<file path="src/rtl/display_pkg.sv">
// rtl/display_pkg.sv - shared types, default VGA timing and colour-bar helper for display_timing
package display_pkg;

    localparam int COORD_W = 10;

    typedef logic [11:0]        rgb444_t;
    typedef logic [COORD_W-1:0] coord_t;

    typedef struct packed {
        coord_t h_active;
        coord_t h_fp;
        coord_t h_sync;
        coord_t h_bp;
        coord_t v_active;
        coord_t v_fp;
        coord_t v_sync;
        coord_t v_bp;
        logic   hsync_pol;
        logic   vsync_pol;
    } display_timing_t;

    localparam display_timing_t VGA_640x480_60 = '{
        h_active : 10'd640, h_fp : 10'd16, h_sync : 10'd96, h_bp : 10'd48,
        v_active : 10'd480, v_fp : 10'd10, v_sync : 10'd2,  v_bp : 10'd33,
        hsync_pol : 1'b0,   vsync_pol : 1'b0
    };

    // One raster beat as it travels from the fetch stage to the display stage.
    typedef struct packed {
        logic    hsync;
        logic    vsync;
        logic    de;
        coord_t  x;
        coord_t  y;
        logic    frame_start;
        logic    line_start;
        rgb444_t rgb;
    } pixel_beat_t;

    function automatic rgb444_t bar_colour(input logic [2:0] idx);
        case (idx)
            3'd0:    bar_colour = 12'hFFF;
            3'd1:    bar_colour = 12'hFF0;
            3'd2:    bar_colour = 12'h0FF;
            3'd3:    bar_colour = 12'h0F0;
            3'd4:    bar_colour = 12'hF0F;
            3'd5:    bar_colour = 12'hF00;
            3'd6:    bar_colour = 12'h00F;
            default: bar_colour = 12'h000;
        endcase
    endfunction

endpackage

</file>
<file path="src/rtl/display_timing_if.sv">
// rtl/display_timing_if.sv - raster timing and pixel-fetch bundle between display_timing and its consumers
interface display_timing_if;
    import display_pkg::*;

    logic    hsync;
    logic    vsync;
    logic    de;
    coord_t  pixel_x;
    coord_t  pixel_y;
    logic    frame_start;
    logic    line_start;
    logic    fetch_valid;
    coord_t  fetch_x;
    coord_t  fetch_y;
    rgb444_t rgb_out;

    modport master (
        output hsync, vsync, de, pixel_x, pixel_y, frame_start, line_start,
        output fetch_valid, fetch_x, fetch_y, rgb_out
    );

    modport slave (
        input hsync, vsync, de, pixel_x, pixel_y, frame_start, line_start,
        input fetch_valid, fetch_x, fetch_y, rgb_out
    );

endinterface

</file>
<file path="src/rtl/display_timing_counter.sv">
// rtl/display_timing_counter.sv - wrap counter 0..MAX advancing on incr, wrap flags the MAX->0 step
module display_timing_counter
    import display_pkg::*;
#(
    parameter int MAX = 799
) (
    input  logic   clk_display,
    input  logic   reset,
    input  logic   incr,
    output logic   wrap,
    output coord_t count
);

    localparam coord_t MAX_C = coord_t'(MAX);

    coord_t count_q;
    coord_t count_d;

    always_comb begin
        wrap    = incr && (count_q == MAX_C);
        count_d = count_q;
        if (incr) begin
            count_d = wrap ? '0 : count_q + 1'b1;
        end
    end

    always_ff @(posedge clk_display) begin
        if (reset) begin
            count_q <= '0;
        end else begin
            count_q <= count_d;
        end
    end

    assign count = count_q;

endmodule

</file>
<file path="src/rtl/display_timing.sv">
// rtl/display_timing.sv - raster timing generator with pixel fetch leading data-enable by FETCH_LEAD cycles
// Optional colour-bar test pattern on rgb_out: DISPLAY_TIMING_TEST_PATTERN_EN.
module display_timing
    import display_pkg::*;
#(
    parameter display_timing_t TIMING     = VGA_640x480_60,
    parameter int              FETCH_LEAD = 2
) (
    input  logic             clk_display,
    input  logic             reset,
    display_timing_if.master vid
);

    localparam int H_ACTIVE = int'(TIMING.h_active);
    localparam int H_FP     = int'(TIMING.h_fp);
    localparam int H_SYNC   = int'(TIMING.h_sync);
    localparam int H_BP     = int'(TIMING.h_bp);
    localparam int V_ACTIVE = int'(TIMING.v_active);
    localparam int V_FP     = int'(TIMING.v_fp);
    localparam int V_SYNC   = int'(TIMING.v_sync);
    localparam int V_BP     = int'(TIMING.v_bp);
    localparam int H_TOTAL  = H_ACTIVE + H_FP + H_SYNC + H_BP;
    localparam int V_TOTAL  = V_ACTIVE + V_FP + V_SYNC + V_BP;

    if (H_ACTIVE == 0 || H_FP == 0 || H_SYNC == 0 || H_BP == 0 ||
        V_ACTIVE == 0 || V_FP == 0 || V_SYNC == 0 || V_BP == 0) begin : g_bad_zero
        $fatal(1, "display_timing: timing parameters must be non-zero");
    end
    if (FETCH_LEAD < 0 || FETCH_LEAD > 8) begin : g_bad_lead
        $fatal(1, "display_timing: FETCH_LEAD must be 0..8");
    end
    if (H_TOTAL > 1024 || V_TOTAL > 1024) begin : g_bad_total
        $fatal(1, "display_timing: H_TOTAL and V_TOTAL must not exceed 1024");
    end

    // Back porches are non-zero, so every sync bound stays below 1024 and fits a coord_t.
    localparam coord_t H_ACT_C  = coord_t'(H_ACTIVE);
    localparam coord_t V_ACT_C  = coord_t'(V_ACTIVE);
    localparam coord_t HS_START = coord_t'(H_ACTIVE + H_FP);
    localparam coord_t HS_END   = coord_t'(H_ACTIVE + H_FP + H_SYNC);
    localparam coord_t VS_START = coord_t'(V_ACTIVE + V_FP);
    localparam coord_t VS_END   = coord_t'(V_ACTIVE + V_FP + V_SYNC);

    localparam pixel_beat_t RESET_BEAT = '{
        hsync   : ~TIMING.hsync_pol,
        vsync   : ~TIMING.vsync_pol,
        default : '0
    };

    coord_t h_cnt;
    coord_t v_cnt;
    logic   h_wrap;
    logic   v_wrap_unused;

    display_timing_counter #(.MAX(H_TOTAL - 1)) u_h_cnt (
        .clk_display (clk_display),
        .reset       (reset),
        .incr        (1'b1),
        .wrap        (h_wrap),
        .count       (h_cnt)
    );

    display_timing_counter #(.MAX(V_TOTAL - 1)) u_v_cnt (
        .clk_display (clk_display),
        .reset       (reset),
        .incr        (h_wrap),
        .wrap        (v_wrap_unused),
        .count       (v_cnt)
    );

    logic    active;
    rgb444_t pattern_rgb;

`ifdef DISPLAY_TIMING_TEST_PATTERN_EN
    localparam int     BAR_W      = H_ACTIVE / 8;
    localparam int     BAR_W_SAFE = (BAR_W == 0) ? 1 : BAR_W;
    localparam coord_t BARS_END   = coord_t'(8 * BAR_W);

    always_comb begin
        pattern_rgb = '0;
        if (h_cnt < BARS_END) begin
            pattern_rgb = bar_colour(3'(h_cnt / coord_t'(BAR_W_SAFE)));
        end
    end
`else
    assign pattern_rgb = '0;
`endif

    pixel_beat_t fetch_q;
    pixel_beat_t fetch_d;

    always_comb begin
        active              = (h_cnt < H_ACT_C) && (v_cnt < V_ACT_C);
        fetch_d             = RESET_BEAT;
        fetch_d.hsync       = (h_cnt >= HS_START && h_cnt < HS_END) ?
                              TIMING.hsync_pol : ~TIMING.hsync_pol;
        fetch_d.vsync       = (v_cnt >= VS_START && v_cnt < VS_END) ?
                              TIMING.vsync_pol : ~TIMING.vsync_pol;
        fetch_d.de          = active;
        fetch_d.x           = active ? h_cnt : '0;
        fetch_d.y           = active ? v_cnt : '0;
        fetch_d.frame_start = active && (h_cnt == '0) && (v_cnt == '0);
        fetch_d.line_start  = active && (h_cnt == '0);
        fetch_d.rgb         = active ? pattern_rgb : '0;
    end

    always_ff @(posedge clk_display) begin
        if (reset) begin
            fetch_q <= RESET_BEAT;
        end else begin
            fetch_q <= fetch_d;
        end
    end

    pixel_beat_t disp_beat;

    // The display stage replays the fetch stage FETCH_LEAD cycles later, so every output moves together.
    if (FETCH_LEAD == 0) begin : g_no_lead
        assign disp_beat = fetch_q;
    end else begin : g_lead
        pixel_beat_t pipe_q [FETCH_LEAD];
        pixel_beat_t pipe_d [FETCH_LEAD];

        always_comb begin
            pipe_d[0] = fetch_q;
            for (int i = 1; i < FETCH_LEAD; i++) begin
                pipe_d[i] = pipe_q[i-1];
            end
        end

        always_ff @(posedge clk_display) begin
            if (reset) begin
                for (int i = 0; i < FETCH_LEAD; i++) begin
                    pipe_q[i] <= RESET_BEAT;
                end
            end else begin
                for (int i = 0; i < FETCH_LEAD; i++) begin
                    pipe_q[i] <= pipe_d[i];
                end
            end
        end

        assign disp_beat = pipe_q[FETCH_LEAD-1];
    end

    assign vid.fetch_valid = fetch_q.de;
    assign vid.fetch_x     = fetch_q.x;
    assign vid.fetch_y     = fetch_q.y;
    assign vid.hsync       = disp_beat.hsync;
    assign vid.vsync       = disp_beat.vsync;
    assign vid.de          = disp_beat.de;
    assign vid.pixel_x     = disp_beat.x;
    assign vid.pixel_y     = disp_beat.y;
    assign vid.frame_start = disp_beat.frame_start;
    assign vid.line_start  = disp_beat.line_start;
    assign vid.rgb_out     = disp_beat.rgb;

endmodule
</file>
<file path="src/flat_wrapper.sv">
// flat-port wrapper written by rule: the top's interface ports become plain ports
module display_timing_flat import display_pkg::*;
#(
    parameter display_timing_t TIMING     = VGA_640x480_60,
    parameter int              FETCH_LEAD = 2
)
  (clk_display, reset, vid_hsync, vid_vsync, vid_de, vid_pixel_x, vid_pixel_y, vid_frame_start, vid_line_start, vid_fetch_valid, vid_fetch_x, vid_fetch_y, vid_rgb_out);
  display_timing_if vid_i ();
  input  logic clk_display;
  input  logic reset;
  output wire logic [$bits(vid_i.hsync)-1:0] vid_hsync;
  output wire logic [$bits(vid_i.vsync)-1:0] vid_vsync;
  output wire logic [$bits(vid_i.de)-1:0] vid_de;
  output wire logic [$bits(vid_i.pixel_x)-1:0] vid_pixel_x;
  output wire logic [$bits(vid_i.pixel_y)-1:0] vid_pixel_y;
  output wire logic [$bits(vid_i.frame_start)-1:0] vid_frame_start;
  output wire logic [$bits(vid_i.line_start)-1:0] vid_line_start;
  output wire logic [$bits(vid_i.fetch_valid)-1:0] vid_fetch_valid;
  output wire logic [$bits(vid_i.fetch_x)-1:0] vid_fetch_x;
  output wire logic [$bits(vid_i.fetch_y)-1:0] vid_fetch_y;
  output wire logic [$bits(vid_i.rgb_out)-1:0] vid_rgb_out;
  assign vid_hsync = vid_i.hsync;
  assign vid_vsync = vid_i.vsync;
  assign vid_de = vid_i.de;
  assign vid_pixel_x = vid_i.pixel_x;
  assign vid_pixel_y = vid_i.pixel_y;
  assign vid_frame_start = vid_i.frame_start;
  assign vid_line_start = vid_i.line_start;
  assign vid_fetch_valid = vid_i.fetch_valid;
  assign vid_fetch_x = vid_i.fetch_x;
  assign vid_fetch_y = vid_i.fetch_y;
  assign vid_rgb_out = vid_i.rgb_out;
  display_timing #(.TIMING(TIMING), .FETCH_LEAD(FETCH_LEAD)) u_core (.clk_display(clk_display), .reset(reset), .vid(vid_i));
endmodule
</file>
<file path="config.mk">
export PLATFORM = sky130hd
export DESIGN_NAME = display_timing_flat
export DESIGN_NICKNAME = d
export VERILOG_FILES = /design/src/rtl/display_pkg.sv /design/src/rtl/display_timing_if.sv /design/src/rtl/display_timing_counter.sv /design/src/rtl/display_timing.sv /design/src/flat_wrapper.sv
export SDC_FILE = /design/constraint.sdc
export NUM_CORES = 1
export LEC_CHECK = 0
export ABC_AREA = 1
export CAP_MARGIN = 5
export CORE_ASPECT_RATIO = 1.25
export CORE_MARGIN = 2
export CORE_UTILIZATION = 56
export CTS_CLUSTER_DIAMETER = 40
export DETAILED_ROUTE_END_ITERATION = 7
export GPL_TIMING_DRIVEN = 0
export PLACE_DENSITY = 0.89
export SYNTH_ARGS = -nofsm -noshare
export SYNTH_HDL_FRONTEND = slang
export SYNTH_SLANG_ARGS = --single-unit
</file>
<file path="constraint.sdc">
create_clock -name clk_display -period 3.4 [get_ports clk_display]
set_input_delay 0.51 -clock clk_display [delete_from_list [all_inputs] [get_ports clk_display]]
set_output_delay 0.51 -clock clk_display [all_outputs]
set_load 0.01 [all_outputs]
</file>
==> summary.txt <==
Synth
  • Synth area leader: dfxtp_1
  • Cell with the most instances after synthesis: nor2_1
  • Cells after Synth: 420
  • Distinct cells, synth: 29
  • Synth Register Bits: 95
  • Number of enable flip-flop cells after synthesis: 0
  • Top-area cell type share of the netlist area: between 50% and 60%
  • Ys async rst share: 0%
  • Synthesized area: 3461 sq um
  • Avg Inst Size Synth: 8.240 sq um
  • Synthesis Warnings: 0
  • Synth top area cells: dfxtp_1 55%, nor2_1 11%, inv_1 8.1%, buf_4 7.2%, nand2_1 4.6%
  • Top cells by count, synth: 97 x nor2_1, 95 x dfxtp_1, 75 x inv_1
  • Dominant synthesized flop cell: dfxtp_1
  • Sequential share of the synthesized area: 54.95%

Critical path
  • R2R depth: 8
  • Crit path max fanout: 2
  • Crit path DAT: approximately 1.4 ns
  • Worst path required time: between 2 and 3 ns
  • Crit path max-delay cell type: clkdlybuf4s50_1
  • Reg-to-reg critical path startpoint: u_core.u_h_cnt.count[0]
  • Critical Path Start Type: flop
  • Reg2reg setup slack: 1.89 ns
  • CP endpoint kind: primary output
  • Crit path kind: flop to primary output
  • Max stage delay on crit path: 0.55 ns
  • Crit. Startpoint: u_core.vid.fetch_x[7]
  • Crit path cell chain: buf_4, clkdlybuf4s50_1
  • Capture point of the worst path: vid_fetch_x[7]
  • Reg2reg end: u_core.u_v_cnt.count[4]

Finish
  • Filler Cell Count: 455
  • Layout area overhead: 23.61%
  • Share of layout cells above drive strength 1: 13.77%
  • Final core occ: about 70%
  • Nets: 496
  • ANT cells: 0
  • Footprint of the multi-input gates: 1020 sq um
  • Register area: 1902 sq um

Floorplanning
  • Die Area: 6829 sq um
  • Rows: 32
  • Die height: 91.89 um
  • Initial cell density of the core: 56.87%
  • Core area: 6086 sq um
  • Die X: about 74 um
  • IO Pins: 60

Power
  • Total power: 1.967 mW
  • Power Dens Cells: 459.8 nW/um^2
  • Leakage: 1.807 nW
  • Peak supply drop: 0.2390 mV

Timing
  • Fin crit period: 1.884 ns
  • Final setup viols: 0
  • Max-slew violations: 0
  • Final hold violation count: 0
  • Worst Clk Skew: 0.007396 ns
  • RSZ-0062 raised after global routing: false
  • Final period utilization: about 55%
  • Max Clk Rate: around 530 MHz
  • Setup TNS: 0 ns

CTS
  • Worst-path clk slew: 0.10 ns
  • Setup Fix Bufs, Post-CTS: 0
  • Root Driver: clkbuf_8
  • Skew-Pair Late Insertion Delay: 0.36 ns
  • CTS tree: done
  • Sink Count: 95
  • CTS Buf Count: 9
  • # hold bufs at CTS: 0
  • Clk buf depth: 2
  • H-tree levels: 3
  • Post-CTS sizing: 0

Global route
  • Remaining global-route overflow: 0
  • First-pass GRT wire length: 11020 um
  • Met3 Usage GRT: 3.297%
  • Most used routing layer: met2
  • Initial antenna violation count: 0
  • Largest net degree at the start of global routing: 18
  • All-Layer GR Usage: 21.14%
  • Met1 GRT Util: 22.73%
  • Met2 GRT Util: 37.35%
  • Vias in the first global route: around 2500

Detailed routing
  • Detailed Routing Iterations Pass 1: 7
  • Routed Antenna Nets: 0
  • Via count: 2573
  • DRC errors left: 0
  • Detailed Route Iter0 Violations: 131
  • Avg Vias per Cell: 4.444
  • Routed WL: between 6000 and 7000 um
  • Wire length per cell: 11.16 um

Hold path
  • Worst Hold Class: flop to flop

Placement
  • Final HPWL DP: 4390 um
  • Routability congestion estimate: 0.8677
  • Port-buffer cells: 46

Status
  • Outcome: finished, final reports clean

Job
  • Max Cap Violations: 0
-- power breakdown --
part	switching (mW)	internal, mW
Sequential	0.00705	1.13
Clock	0.400	0.354
Combinational	0.0459	0.0334
-- worst min-delay path by stage --
stage | slack (ns) | cells past startpoint | to | startpoint
floorplan | 0.39 | 2 | u_core.g_lead.pipe_q[0][12] | u_core.fetch_q[12]
global placement | 0.39 | 2 | u_core.g_lead.pipe_q[0][69] | u_core.g_lead.pipe_q[0][32]
detailed placement | 0.39 | 2 | u_core.g_lead.pipe_q[0][69] | u_core.g_lead.pipe_q[0][32]
CTS | 0.41 | 2 | u_core.g_lead.pipe_q[0][59] | u_core.g_lead.pipe_q[0][22]
global route | 0.42 | 2 | u_core.g_lead.pipe_q[0][65] | u_core.g_lead.pipe_q[0][28]
finish | 0.41 | 2 | u_core.g_lead.pipe_q[0][61] | u_core.g_lead.pipe_q[0][24]
-- layout by cell type (no fill, tap or decap), drive strengths merged, types with 7 or more instances in the layout --
cell | netlist | routed
buf | 36 | 36
nor2 | 101 | 101
nand4 | 9 | 9
nand2 | 43 | 43
nand3 | 19 | 19
inv | 78 | 81
clkbuf | 6 | 16
clkdlybuf4s50 | 0 | 46
dfxtp | 95 | 95
a21oi | 7 | 7
conb | 1 | 13
-- final cells by class --
type,instances,share of cell area [%]
flip-flops and latches,95,44.46
multi-input cells,217,23.84
repair buffers,46,10.76
inverters,78,6.844
plain buffers,42,6.815
clock buffers,10,2.983
well taps,85,2.486
clock inverters,6,1.813
-- flip-flops by register name (all words and copies together), names as in the netlist --
register and cells:
u_core.g_lead.pipe_q 50, u_core.u_h_cnt.count 10, u_core.u_v_cnt.count 10, u_core.vid.fetch_x 10
u_core.vid.fetch_y 10, u_core.fetch_q 4, u_core.vid.fetch_valid 1
-- metal layers --
| metal | share of wire (%) | vias to the layer above |
|---|---|---|
| met5 | 0 | - |
| met4 | 3.6 | 0 |
| met3 | 3.9 | 20 |
| met2 | 54 | 77 |
| met1 | 38 | 1141 |
| li1 | - | 1335 |
-- metrics by stage --
step	area (sq um)	hold WS, ns	instances	worst slack, ns
floorplan	3506	0.3883	432	2.086
global placement	4073	0.3897	563	1.888
detailed placement	4073	0.3931	563	1.864
CTS	4278	0.4098	579	1.517
global route	4278	0.4205	579	1.470
finish	4278	0.4088	579	1.516
-- logic make-up after synthesis --
kind of cell	synth area share, %
fa+ha+maj	1.808
buf+inv	16.88
compound gates	1.843
flops	54.95
xor+xnor	0.7594
other cells	0.1084
simple gates	23.64
-- worst max-delay path: cells and delay by family (launching register included) --
kind	cells	cell delay (ns)
buffers and inverters	2	0.66
DFF	1	0.35
Note: power is estimated with default switching activity, not from simulation.
==> RTL change 1 (same flow settings) <==
`FETCH_LEAD` is set to 2 in 2 places; all go to 1.
--- a/src/rtl/display_timing.sv
+++ b/src/rtl/display_timing.sv
@@ -4,7 +4,7 @@
     import display_pkg::*;
 #(
     parameter display_timing_t TIMING     = VGA_640x480_60,
-    parameter int              FETCH_LEAD = 2
+    parameter int              FETCH_LEAD = 1
 ) (
     input  logic             clk_display,
     input  logic             reset,
--- a/src/flat_wrapper.sv
+++ b/src/flat_wrapper.sv
@@ -2,7 +2,7 @@
 module display_timing_flat import display_pkg::*;
 #(
     parameter display_timing_t TIMING     = VGA_640x480_60,
-    parameter int              FETCH_LEAD = 2
+    parameter int              FETCH_LEAD = 1
 )
   (clk_display, reset, vid_hsync, vid_vsync, vid_de, vid_pixel_x, vid_pixel_y, vid_frame_start, vid_line_start, vid_fetch_valid, vid_fetch_x, vid_fetch_y, vid_rgb_out);
   display_timing_if vid_i ();
Behaviour: not the same (Yosys sat finds a counterexample within 4 cycles, from zero or initial values and one cycle with reset high).
==> RTL change 1 against the unedited design <==
  * Non-clock buffer count shrank 2
  * Global-route usage shrank 0.27 points
  * Power shrank 19%
  * Core utilization grew 4.8 points
  * Synthesized cell count shrank 17%
  * Sequential share of layout area shrank 5.6 points
  * Cell count shrank 17%
  * Count of clock-buffer cells in the layout grew 3
  * Worst setup slack gained 48 ps
  * Routed wire length shrank 15%
  * Area after synthesis shrank 19%
  * Sequential cell count shrank 25
  * Worst hold slack gained 2.7 ps
  * Design area shrank 16%
==> RTL change 1: results (changes against the unedited design) <==
Drt
  • DR vias/cell: 4.718 (was 4.444)
  • Total wire length: 5.501 mm (was 6.459 mm)
  • First-pass iteration count of the detailed router: 5 (was 7)
  • DRT iter0 DRCs: 120 (was 131)

Cells and area
  • Count of inverters other than clock inverters in the layout: 55 (was 78)
  • Multi-input combinational area share: 26.58% (was 23.84%)
  • Final Instance Count excl. Fillers: 482 (was 579)
  • Clock network area share: 5.586% (was 4.797%)
  • Fraction of layout instances using a drive strength above 1: 16.35% (was 13.77%)
  • Fillers: 329 (was 455)
  • Flip-flop and latch share of the layout cell area: 38.86% (was 44.46%)
  • Total number of nets in the final design: 423 (was 496)
  • Count of multi-input gates: 195 (was 217)
  • Layout non-clock buf frac: 21.17% (was 17.58%)

Synth
  • Cells after Synth: 347 (was 420)
  • Adder and majority cell fraction of the synthesized area: 1.779% (was 1.808%)
  • Top cells by area, synth: sky130_fd_sc_hd__dfxtp_1 (50%), sky130_fd_sc_hd__nor2_1 (9.5%), sky130_fd_sc_hd__buf_4 (8.8%) (was sky130_fd_sc_hd__dfxtp_1 (55%), sky130_fd_sc_hd__nor2_1 (11%), sky130_fd_sc_hd__inv_1 (8.1%))
  • Distinct cells, synth: 26 (was 29)
  • Post-synthesis xor/xnor area fraction: 0.9337% (was 0.7592%)
  • Yosys warning total: 0 (unchanged)

Place
  • Post-placement worst setup slack: 1293 ps (was 1864 ps)
  • Last weighted congestion value of the routability-driven placer: 0.8802 (was 0.8677)
  • Port-buffer cells: 47 (was 46)
  • Placed insts: 466 (was 563)
  • Post-DP HPWL: 3.999 mm (was 4.390 mm)

Hold path
  • Launch point of the worst hold path: u_core.fetch_q[13] (was u_core.g_lead.pipe_q[0][24])
  • Hold endpoint: u_core.g_lead.pipe_q[0][1] (was u_core.g_lead.pipe_q[0][61])

Run status
  • Status: finished, final reports clean (unchanged)

Pwr
  • Switching power: 0.3416 mW (was 0.4528 mW)
  • Portion of total power attributed to combinational logic: 5.0% (was 4.0%)
  • Worst ir drop on vdd: 0.3652 mV (was 0.2390 mV)
  • Sequential share of power: 52.8% (was 57.6%)

Clocking
  • Clk pin slew, worst setup/hold paths: 70 ps (was 100 ps)

STA
  • Fmax: 544.8 MHz (was 530.8 MHz)
  • Worst setup skew after layout: 3.360 ps (was 7.396 ps)

Worst setup path
  • Endpoint of the most critical setup path: vid_fetch_x[6] (was vid_fetch_x[7])
  • Register-to-register setup slack: 1870 ps (was 1890 ps)
  • Depth of the worst register-to-register path: 7 (was 8)

GRT
  • GRT Util Overall: 20.87% (was 21.14%)
  • Largest net degree at the start of global routing: 12 (was 18)
  • Number of global-route vias before repair: 2155 (was 2530)
  • Wire length of the first global-routing pass: 8.907 mm (was 11.02 mm)
==> RTL change 1: cell types whose count changed after synthesis, sizes merged, moves of 2 or more <==
| cell | before | now |
|---|---|---|
| or2 | 4 | 2 |
| dfxtp | 95 | 70 |
| inv | 78 | 55 |
| clkbuf | 6 | 3 |
| o21ai | 5 | 1 |
| nor3 | 5 | 7 |
| nor2 | 101 | 77 |
| nand2 | 43 | 48 |
==> RTL change 1: through the flow <==
stage | hold slack (ps) | instance area (um2) | total power, mW
after floorplan | 388.3 | 2859 | 0.9102
after global placement | 392.5 | 3405 | 0.9316
after detailed placement | 398.7 | 3405 | 0.9356
after CTS | 416.8 | 3606 | 1.597
after global routing | 428.0 | 3606 | 1.634
final | 411.5 | 3606 | 1.589
==> RTL change 1: metal layers <==
metal	vias to the layer above	GRT usage (%)	routed length [um]
li1	1144	-	-
met1	1025	20.65	2087
met2	95	38.34	2980
met3	10	6.504	343
met4	0	8.720	90
met5	-	0	0
==> RTL change 2 (same settings) <==
Without the edit above. Reset style: asynchronous (`reset`), changed in 3 clocked blocks.
--- a/src/rtl/display_timing_counter.sv
+++ b/src/rtl/display_timing_counter.sv
@@ -24,7 +24,7 @@
         end
     end
 
-    always_ff @(posedge clk_display) begin
+    always_ff @(posedge clk_display or posedge reset) begin
         if (reset) begin
             count_q <= '0;
         end else begin
--- a/src/rtl/display_timing.sv
+++ b/src/rtl/display_timing.sv
@@ -104,7 +104,7 @@
         fetch_d.rgb         = active ? pattern_rgb : '0;
     end
 
-    always_ff @(posedge clk_display) begin
+    always_ff @(posedge clk_display or posedge reset) begin
         if (reset) begin
             fetch_q <= RESET_BEAT;
         end else begin
@@ -128,7 +128,7 @@
             end
         end
 
-        always_ff @(posedge clk_display) begin
+        always_ff @(posedge clk_display or posedge reset) begin
             if (reset) begin
                 for (int i = 0; i < FETCH_LEAD; i++) begin
                     pipe_q[i] <= RESET_BEAT;
Function: differs if reset is asserted again (counterexample within 4 cycles, from zero or initial values and one cycle with reset high); with reset held inactive, the same outputs for 10 cycles.
==> RTL change 2 against the unedited design <==
  * Worst setup slack worse by 15 ps
  * Area after synthesis is 0.51% higher
  * Power is 2.9% lower
  * Critical path type unchanged
  * Routed wire length is 9.8% lower
  * Design area is 1.2% higher
  * Critical endpoint is now vid_hsync
  * Count of clock-buffer cells in the layout is 2 higher
  * Die area is 0.48% higher
  * Sequential cell count stayed put
  * Largest power group unchanged
  * Non-clock buffer count is 4 lower
==> RTL change 2: results (changes against the unedited design) <==
Pwr
  • Total Power: 1.910 mW (was 1.967 mW)
  • Switching power: 0.3976 mW (was 0.4528 mW)
  • Worst ir drop on vdd: 0.1993 mV (was 0.2390 mV)
  • Power drawn by the clock network: 0.732 mW (was 0.754 mW)

GRT
  • Largest net degree at the start of global routing: 63 (was 18)
  • Number of global-route vias before repair: 2173 (was 2530)

Drt
  • First-pass iteration count of the detailed router: 4 (was 7)
  • DR vias/cell: 4.587 (was 4.444)
  • Met1 wire length: 2.310 mm (was 2.476 mm)
  • Routed length per instance: 12.60 um (was 11.16 um)

Synth
  • Fraction of registers with async set/reset: 100.0% (was 0%)
  • Portion of the post-synthesis area used by sequential elements: 68.56% (was 54.95%)
  • Post-synthesis compound-gate area fraction: 2.230% (was 1.844%)
  • Adder and majority cell fraction of the synthesized area: 1.439% (was 1.808%)
  • Post-synth top cells: sky130_fd_sc_hd__dfrtp_1 (89), sky130_fd_sc_hd__nor2_1 (43), sky130_fd_sc_hd__buf_4 (34), sky130_fd_sc_hd__inv_1 (32), sky130_fd_sc_hd__nand2_1 (31) (was sky130_fd_sc_hd__nor2_1 (97), sky130_fd_sc_hd__dfxtp_1 (95), sky130_fd_sc_hd__inv_1 (75), sky130_fd_sc_hd__nand2_1 (42), sky130_fd_sc_hd__buf_4 (33))

Worst setup path
  • Max Fanout on Critical Path: 1 (was 2)
  • Capture point of the worst reg-to-reg path: u_core.u_v_cnt.count[9] (was u_core.u_v_cnt.count[4])
  • Max stage delay on crit path: 520 ps (was 550 ps)
  • Crit path max-delay cell type: sky130_fd_sc_hd__dfstp_2 (was sky130_fd_sc_hd__clkdlybuf4s50_1)
  • Gate family responsible for the most delay along the worst path: flip-flops (was buffers and inverters)

Cells and area
  • Total non-filler cell area in the finished layout: 4328 um2 (was 4278 um2)
  • Fillers: 400 (was 455)
  • Flip-flop count of the largest register, all copies and words added: 25 (was 50)
  • Final Instance Count excl. Fillers: 462 (was 579)

Hold path
  • Hold endpoint: u_core.vid.pixel_y[0] (was u_core.g_lead.pipe_q[0][61])
  • Launch point of the worst hold path: u_core.g_lead.pipe_d[14] (was u_core.g_lead.pipe_q[0][24])
  • Cell depth of the worst min-delay path: 0 (was 2)

STA
  • Final WS setup: 1501 ps (was 1516 ps)

Place
  • Port-buffer cells: 47 (was 46)
  • Post-placement worst setup slack: 1796 ps (was 1864 ps)
  • Placed insts: 446 (was 563)

Run status
  • Status: finished, final reports clean (unchanged)
==> RTL change 2: changes by cell type after synthesis, moves of 4 or more <==
cell / delta
sky130_fd_sc_hd__or2_2: -4
sky130_fd_sc_hd__nand2_1: -11
sky130_fd_sc_hd__a21oi_1: -5
sky130_fd_sc_hd__clkbuf_1: -6
sky130_fd_sc_hd__dfxtp_1: -95
sky130_fd_sc_hd__inv_1: -43
sky130_fd_sc_hd__dfstp_2: +6
sky130_fd_sc_hd__nor2_1: -54
sky130_fd_sc_hd__dfrtp_1: +89
==> RTL change 2: routing by layer <==
metal  global-route usage [%]  vias up
met5                        0        -
met4                    8.185        0
met3                    4.066       10
met2                    33.11       64
met1                    23.61     1018
li1                         -     1027
==> RTL change 2: worst max-delay path by stage <==
stage / cells past startpoint / slack, ps / start / to
finish: 1 / 1500 / u_core.vid.hsync / vid_hsync
global route: 1 / 1460 / u_core.vid.vsync / vid_vsync
CTS: 1 / 1490 / u_core.vid.hsync / vid_hsync
detailed placement: 3 / 1800 / reset / u_core.fetch_q[36]
global placement: 2 / -700 / reset / u_core.u_h_cnt.count[1]
floorplan: 1 / 420 / reset / u_core.fetch_q[12]
==> RTL change 2: cells by family after synthesis <==
family          Yosys count
compound gates           14
xor+xnor                  6
fa+ha+maj                 4
buf+inv                  71
flops                    95
other cells               1
simple gates            110
==> RTL change 2: final cells by class <==
class	count	share of cell area [%]
Sequential cell	95	55.10
Multi-Input combinational cell	147	17.00
Timing Repair Buffer	48	11.51
Buffer	36	6.273
Clock buffer	12	3.354
Inverter	35	3.093
Tap cell	85	2.457
Clock inverter	4	1.214
